--- config.mk ---
export PLATFORM = sky130hd
export DESIGN_NAME = mpaddsub_iter
export DESIGN_NICKNAME = d
export VERILOG_FILES = /design/src/rtl/mpaddsub_pkg.sv /design/src/rtl/mp_limb_adder.sv /design/src/rtl/mpaddsub_iter.sv
export SDC_FILE = /design/constraint.sdc
export NUM_CORES = 2
export LEC_CHECK = 0
export CORE_MARGIN = 1.5
export CORE_UTILIZATION = 25
export DETAILED_ROUTE_END_ITERATION = 8
export GPL_TIMING_DRIVEN = 0
export PLACE_DENSITY_LB_ADDON = 0.3
export SYNTH_ARGS = -nofsm -noshare
export SYNTH_HDL_FRONTEND = slang
export SYNTH_SLANG_ARGS = --single-unit
--- constraint.sdc ---
create_clock -name clk -period 87.3 [get_ports clk]
set_input_delay 21.825 -clock clk [delete_from_list [all_inputs] [get_ports clk]]
set_output_delay 21.825 -clock clk [all_outputs]
set_load 0.01 [all_outputs]
--- src/rtl/mpaddsub_pkg.sv ---
// Shared types and elaboration-time helpers for the iterative multi-precision adder/subtractor.
package mpaddsub_pkg;

  typedef enum logic [1:0] {
    ST_IDLE = 2'd0,
    ST_RUN  = 2'd1,
    ST_DONE = 2'd2
  } state_e;

  function automatic int ceil_div(input int n, input int d);
    return (n + d - 1) / d;
  endfunction

  // Limb counter width; never below one bit so a single-limb build still has a counter.
  function automatic int cnt_width(input int n);
    return (n <= 2) ? 1 : $clog2(n);
  endfunction

endpackage

--- src/rtl/mp_limb_adder.sv ---
// Combinational LIMB-bit adder with optional inversion of b (used for A + ~B + 1).
module mp_limb_adder #(
  parameter int LIMB = 128
) (
  input  logic [LIMB-1:0] a,
  input  logic [LIMB-1:0] b,
  input  logic            cin,
  input  logic            inv_b,
  output logic [LIMB-1:0] sum,
  output logic            cout
);

  logic [LIMB-1:0] bx;

  generate
    for (genvar gi = 0; gi < LIMB; gi++) begin : g_inv
      assign bx[gi] = b[gi] ^ inv_b;
    end
  endgenerate

  assign {cout, sum} = {1'b0, a} + {1'b0, bx} + {{LIMB{1'b0}}, cin};

endmodule

--- src/rtl/mpaddsub_iter.sv ---
// Iterative A+B / A-B over WIDTH bits, one LIMB-bit limb per clock, LSB limb first.
module mpaddsub_iter
  import mpaddsub_pkg::*;
#(
  parameter int WIDTH = 514,
  parameter int LIMB  = 128
) (
  input  logic             clk,
  input  logic             rst,
  input  logic             start,
  input  logic             subtract,
  input  logic [WIDTH-1:0] A,
  input  logic [WIDTH-1:0] B,
  output logic [WIDTH:0]   C,
  output logic             done,
  output logic             busy
);

  localparam int NLIMB = ceil_div(WIDTH, LIMB);
  localparam int PW    = NLIMB * LIMB;
  localparam int CW    = cnt_width(NLIMB);
  localparam logic [CW-1:0] LAST = CW'(NLIMB - 1);
  localparam bit PADDED = (PW != WIDTH);

  state_e          state_q;
  logic [CW-1:0]   cnt_q;
  logic [PW-1:0]   a_q;
  logic [PW-1:0]   b_q;
  logic [PW-1:0]   acc_q;
  logic            sub_q;
  logic            carry_q;
  logic [WIDTH:0]  c_q;
  logic            done_q;
  logic            busy_q;

  logic [LIMB-1:0] limb_sum;
  logic            limb_cout;
  logic [PW-1:0]   acc_d;
  logic            msb_d;
  logic [WIDTH:0]  c_d;

  mp_limb_adder #(.LIMB(LIMB)) u_adder (
    .a     (a_q[LIMB-1:0]),
    .b     (b_q[LIMB-1:0]),
    .cin   (carry_q),
    .inv_b (sub_q),
    .sum   (limb_sum),
    .cout  (limb_cout)
  );

  // New limb enters the accumulator from the top; after NLIMB limbs it is aligned.
  assign acc_d = PW'({limb_sum, acc_q} >> LIMB);

  // With padding, bit WIDTH of the padded result is both carry (add) and borrow (sub);
  // without padding the carry-out is used, inverted to a borrow when subtracting.
  generate
    if (PADDED) begin : g_pad
      assign msb_d = acc_d[WIDTH];
    end else begin : g_nopad
      assign msb_d = limb_cout ^ sub_q;
    end
  endgenerate

  assign c_d = {msb_d, acc_d[WIDTH-1:0]};

  always_ff @(posedge clk or posedge rst) begin
    if (rst) begin
      state_q <= ST_IDLE;
      cnt_q   <= '0;
      a_q     <= '0;
      b_q     <= '0;
      acc_q   <= '0;
      sub_q   <= 1'b0;
      carry_q <= 1'b0;
      c_q     <= '0;
      done_q  <= 1'b0;
      busy_q  <= 1'b0;
    end else begin
      case (state_q)
        ST_IDLE, ST_DONE: begin
          done_q <= 1'b0;
          if (start) begin
            a_q     <= PW'(A);
            b_q     <= PW'(B);
            sub_q   <= subtract;
            carry_q <= subtract;
            cnt_q   <= '0;
            acc_q   <= '0;
            busy_q  <= 1'b1;
            state_q <= ST_RUN;
          end else begin
            state_q <= ST_IDLE;
          end
        end
        ST_RUN: begin
          a_q     <= a_q >> LIMB;
          b_q     <= b_q >> LIMB;
          acc_q   <= acc_d;
          carry_q <= limb_cout;
          cnt_q   <= cnt_q + 1'b1;
          if (cnt_q == LAST) begin
            c_q     <= c_d;
            done_q  <= 1'b1;
            busy_q  <= 1'b0;
            state_q <= ST_DONE;
          end
        end
        default: begin
          done_q  <= 1'b0;
          busy_q  <= 1'b0;
          state_q <= ST_IDLE;
        end
      endcase
    end
  end

  assign C    = c_q;
  assign done = done_q;
  assign busy = busy_q;

endmodule

; Word-level counts from Yosys, hierarchy flattened
; Index checks and enable logic that the tools add are counted.
[totals]
ff_bits = 2444
input_bits = 1032
word_cells = 171
[op_classes]
addsub = 3
eq_ne = 5
mux = 18
bitwise_logic = 128
reduce_logical = 7
[op_table]
columns = operator, n
row1 = one-hot mux 640 bit (2 select lines), 3
row2 = 2-to-1 mux 640 bit, 3
row3 = adder 128 x 128 -> 129 bit, 1
row4 = adder 129 x 1 -> 129 bit, 1
row5 = XOR 1 bit, 128
row6 = AND reduction 2 bit, 4
row7 = 2-to-1 mux 1 bit, 6
row8 = one-hot mux 3 bit (2 select lines), 1
row9 = "inequality test 2 bit, second input constant", 2
row10 = one-hot mux 1 bit (2 select lines), 2
row11 = one-hot mux 2 bit (2 select lines), 1
row12 = "adder 3 x 1 -> 3 bit, second input constant", 1
row13 = "== test 3 bit, second input constant", 1
row14 = 2-to-1 mux 3 bit, 1
row15 = "== test 2 x 1 -> 1 bit, second input constant", 1
row16 = "== test 2 bit, second input constant", 1
row17 = logical NOT 2 bit, 1
row18 = 2-to-1 mux 2 bit, 1
row19 = nonzero test 2 bit, 1
row20 = OR reduction 2 bit, 1

; Logic depth before layout (Yosys ltp)
[logic_depth]
word_depth = 4
ltp_mapped = 17

; Hierarchy
; A second synthesis with hierarchy kept.
[hier_totals]
hier_cells = 9072
hier_area_um2 = 101821.4
[modules_own_cells]
columns = module, n_inst, cells_each, area_each_um2
row1 = mpaddsub_iter, 1, 7626, 92266.0
row2 = mp_limb_adder, 1, 1446, 9555.4

; Least setup slack after synthesis
; No wires, ideal clock.
[synth_timing]
kind = input port to flip-flop
start = in start
end = reg b_q[100]
setup_ns = 0.082
arrival_ns = 23.130
required_time_ns = 87.218
setup_slack_ns = 64.088
stages = 7
n_path_buf = 4
path_cell_list = nor2b_1 clkbuf_1 clkbuf_1 clkbuf_1 buf_1 nand2_1 a31oi_1
[synth_between]
elab_chain_cells = 2
[synth_lines]
columns = item, line
row1 = from (decl), mpaddsub_iter.sv:10  ; input logic start,
row2 = inequality test 2 bit (no source line), --
row3 = AND reduction 2 bit (no source line), --
row4 = to (signal assigned), mpaddsub_iter.sv:84  ; b_q <= PW'(B);
row5 = to (signal assigned), mpaddsub_iter.sv:97  ; b_q <= b_q >> LIMB;
row6 = to (decl), mpaddsub_iter.sv:28  ; logic [PW-1:0] b_q;
; Every way passes these cells.
; A chain may end at the register's enable or synchronous reset.

==> impl_table.tex <==
\begin{tabular}{lr}
\hline
Metric & Value \\
\hline
\multicolumn{2}{l}{\textbf{Status}} \\
\quad Run status & finished, final reports clean \\
\multicolumn{2}{l}{\textbf{CTS}} \\
\quad Clock latency of the later-clocked register in the worst-skew pair & 980 ps \\
\quad Number of CTS-inserted buffers & 238 \\
\quad \# H-tree levels & 4 \\
\quad Clock-pin slew on the worst setup and hold paths & 70 ps \\
\quad TritonCTS clock tree & done \\
\quad Clk root buf & clkbuf\_16 \\
\quad Hold-fix buffer count after cts & 0 \\
\quad \# Post-CTS Setup Buffers & 0 \\
\quad Post-CTS Resized & 0 \\
\quad CTS max path bufs & 4 \\
\quad Number of clock sinks & 2063 \\
\multicolumn{2}{l}{\textbf{Logic synthesis}} \\
\quad Synthesized netlist cell count & 10100 \\
\quad Mean area per synthesized cell & 9.00 sq um \\
\quad Net count after synthesis & 11200 \\
\quad Flip-flop and latch count after synthesis & 2063 \\
\quad Netlist area before placement & 0.0905 sq mm \\
\quad Netlist cell types & 69 \\
\quad Top FF cell, synth & dfrtp\_1 \\
\quad Number of flops mapped to enable cells by yosys & 0 \\
\quad Warnings from Yosys & 0 \\
\quad Async S/R FF share, synth & 100\% \\
\quad Fraction of the yosys area taken by sequential cells & 57.0\% \\
\multicolumn{2}{l}{\textbf{Power and ir drop}} \\
\quad Internal power of the cells & 3.06 mW \\
\quad Switching share of power & 48.6\% \\
\quad Leakage Power & 53.7 nW \\
\quad Proportion of power drawn by the clock network & 18.0\% \\
\quad Max IR drop VDD & 0.0253 mV \\
\quad Net switching power & 2.89 mW \\
\quad Fraction of power consumed by sequential logic & 30.6\% \\
\quad Ratio of total power to cell area & 49.0 mW/mm\^{}2 \\
\quad Relative contribution of combinational cells to total power & 51.4\% \\
\multicolumn{2}{l}{\textbf{Timing}} \\
\quad Final count of pins violating max slew & 0 \\
\quad Max frequency & 40.2 MHz \\
\quad Min Clock Period, post-route & 24880 ps \\
\quad Final-layout setup total negative slack & 0 ps \\
\quad Worst Setup Slack, final & 62420 ps \\
\quad Final-report setup violation count & 0 \\
\quad Slew @ Worst Pin & 1380 ps \\
\quad Headroom to the max-slew limit & 7.07\% \\
\quad Final hold vios & 0 \\
\quad Ratio of final minimum period to clock period & 28.5\% \\
\quad RSZ-0062 raised after global routing & no \\
\quad Maximum clock skew at final layout & 82.9 ps \\
\multicolumn{2}{l}{\textbf{Global route}} \\
\quad GRT Resource Usage Total & 26.0\% \\
\quad Antenna violations before repair & 201 \\
\quad Vias in the first global route & 82800 \\
\quad Largest net degree at the start of global routing & 125 \\
\quad Wire length of the first global-routing pass & 663000 microns \\
\quad Total grt overflow & 0 \\
\multicolumn{2}{l}{\textbf{Min path}} \\
\quad Worst min-delay path class & flip-flop to flip-flop \\
\multicolumn{2}{l}{\textbf{Drt}} \\
\quad Met2 routed WL & 232000 microns \\
\quad Drt first pass iters & 6 \\
\quad DRC & 0 \\
\quad Detailed-route wire length & 490000 microns \\
\quad Met3 routed WL & 27400 microns \\
\quad DRT met1 WL & 203000 microns \\
\quad Via count & 82600 \\
\quad DRT iter0 DRCs & 7248 \\
\quad Post-DR wirelength/cell & 28.9 microns \\
\quad Number of nets with antenna violations after detailed routing & 0 \\
\quad Max layer used & met5 \\
\quad Number of vias per cell after detailed routing & 4.87 \\
\multicolumn{2}{l}{\textbf{Die}} \\
\quad Io pins & 1549 \\
\quad Site Rows & 220 \\
\quad Starting density of the core & 25.2\% \\
\quad Total Die Area & 0.366 sq mm \\
\quad Die Wd & 605 microns \\
\quad Core area & 0.360 sq mm \\
\quad Overall die height & 605 microns \\
\multicolumn{2}{l}{\textbf{Setup path}} \\
\quad Type of the worst setup path & primary input to asynchronous set/reset pin \\
\quad Startpoint type of the worst setup path & primary input \\
\quad Endpoint type of the worst setup path & asynchronous set/reset pin \\
\quad Arrival time at the worst endpoint & 25850 ps \\
\quad CP Max Fanout & 120 \\
\quad Required time of the critical path & 88270 ps \\
\multicolumn{2}{l}{\textbf{Layout}} \\
\quad Fraction of final layout cells with drive strength greater than 1 & 4.25\% \\
\quad Total number of nets in the final design & 13000 \\
\quad Area added between synthesis and finish & 34.2\% \\
\quad Most frequent standard cell in the layout excluding fill and tap cells & nand2\_1 \\
\quad Count of non-filler cells in the finished layout & 17000 \\
\quad Final Core Density & 33.8\% \\
\quad Post-Layout Inst Area & 0.121 sq mm \\
\quad Commonest cells after routing, fill and taps aside & nand2\_1, dfrtp\_1, clkdlybuf4s50\_1 \\
\multicolumn{2}{l}{\textbf{Place}} \\
\quad Placement-stage worst setup slack & 61340 ps \\
\quad Post-detailed-placement cell area & 0.113 sq mm \\
\quad Final weighted congestion of routability-driven global placement & 0.942 \\
\quad Inst Count DP & 16400 \\
\quad Count of input and output buffers & 1548 \\
\quad HPWL Detailed & 401000 microns \\
\multicolumn{2}{l}{\textbf{Flow run}} \\
\quad MaxCap Viol Count & 0 \\
\hline
\end{tabular}
synth_stat cells (3+ instances only):
cell type | n | area [sq um]
nand2_1 | 3670 | 13800
dfrtp_1 | 2063 | 51600
nor2_1 | 894 | 3360
a31oi_1 | 785 | 4910
clkbuf_1 | 679 | 2550
a22o_1 | 498 | 4360
a21oi_1 | 379 | 1900
o21ai_0 | 215 | 1080
xor2_1 | 179 | 1570
ha_1 | 129 | 1610
xnor2_1 | 68 | 596
nand4_1 | 64 | 400
inv_1 | 54 | 203
o21ai_1 | 41 | 205
a21o_1 | 34 | 255
buf_1 | 34 | 128
nor3_1 | 34 | 170
o21bai_1 | 29 | 218
o21a_1 | 18 | 135
nand3_1 | 17 | 85.1
o211ai_1 | 13 | 97.6
o31ai_1 | 12 | 90.1
a211oi_1 | 11 | 82.6
a21boi_0 | 11 | 82.6
nor2b_1 | 9 | 56.3
o31a_1 | 9 | 78.8
or3_1 | 8 | 50.1
a221oi_1 | 7 | 61.3
nand2b_1 | 7 | 43.8
nor4_1 | 7 | 43.8
or4_1 | 7 | 52.6
and2_1 | 6 | 37.5
and4_1 | 6 | 52.6
o221ai_1 | 5 | 43.8
and3_1 | 4 | 25.0
buf_2 | 4 | 20.0
nor3b_1 | 4 | 30.0
a221o_1 | 3 | 30.0
or2_2 | 3 | 18.8
critical path: stages:
cell and delay (ps):
clkdlybuf4s50_1 490, inv_8 540, buf_16 460, buf_16 500, buf_16 480, buf_16 420
buf_16 450
metrics by stage:
step                      total power [mW]  hold WS [ps]
final                                 5.95           445
after global routing                  6.30           491
after CTS                             5.95           442
after detailed placement              4.87           458
after global placement                4.85           460
after floorplan                       3.37           440
registers in the layout, summed over array words and instances (netlist names):
name	cells
sub_q	1
a_q	514
C	515
cnt_q	3
busy	1
carry_q	1
acc_q	512
state_q	2
b_q	514
logic make-up after synthesis:
family | synth area share (%)
AO/OA/AOI/OAI | 15.4
adder cells (fa/ha/maj) | 1.83
AND/OR/NAND/NOR | 20.2
flip-flops | 57.0
multiplexers | 0.0111
XOR/XNOR | 2.39
buffers and inverters | 3.21
power groups by stage:
stage | Clock [mW] | Combinational (mW) | Sequential, mW
2_1_floorplan | 0 | 1.71 | 1.66
3_3_place_gp | 0 | 3.01 | 1.85
3_5_place_dp | 0 | 3.03 | 1.83
4_1_cts | 1.08 | 3.05 | 1.82
5_1_grt | 1.12 | 3.31 | 1.86
6_report | 1.07 | 3.06 | 1.82
layer usage:
metal | track usage (%) | up-vias
met5 | 0 | -
met4 | 14.0 | 80
met3 | 4.48 | 895
met2 | 42.7 | 2965
met1 | 32.5 | 40900
li1 | - | 37700
path summary, 6_finish.rpt:
kind                                        startpoint                endpoint  slack [ps]  cells past startpoint
min in group asynchronous                          rst      C[170]$_DFFE_PP0P_       21430                      2
worst min register to register  acc_q[298]$_DFFE_PP0P_      C[170]$_DFFE_PP0P_         450                      2
worst min-delay path            acc_q[298]$_DFFE_PP0P_      C[170]$_DFFE_PP0P_         450                      2
worst max register to register       sub_q$_DFFE_PP0P_  acc_q[638]$_DFFE_PP0P_       79810                     17
worst max-delay path                               rst    b_q[239]$_DFFE_PP0P_       62420                      7
max in group clk                                 start       sub_q$_DFFE_PP0P_       62420                      8
cell type report:
| type | instances | area, sq um |
|---|---|---|
| fill | 37700 | 238000 |
| sequential | 2063 | 51600 |
| multi-input combinational | 7223 | 36000 |
| timing repair buffer | 1582 | 16300 |
| clock buffer | 337 | 6960 |
| tap | 4773 | 5970 |
| buffer | 717 | 2760 |
| clock inverter | 103 | 1330 |
| antenna | 106 | 265 |
| inverter | 55 | 214 |
Note: power is estimated with default switching activity, not from simulation.
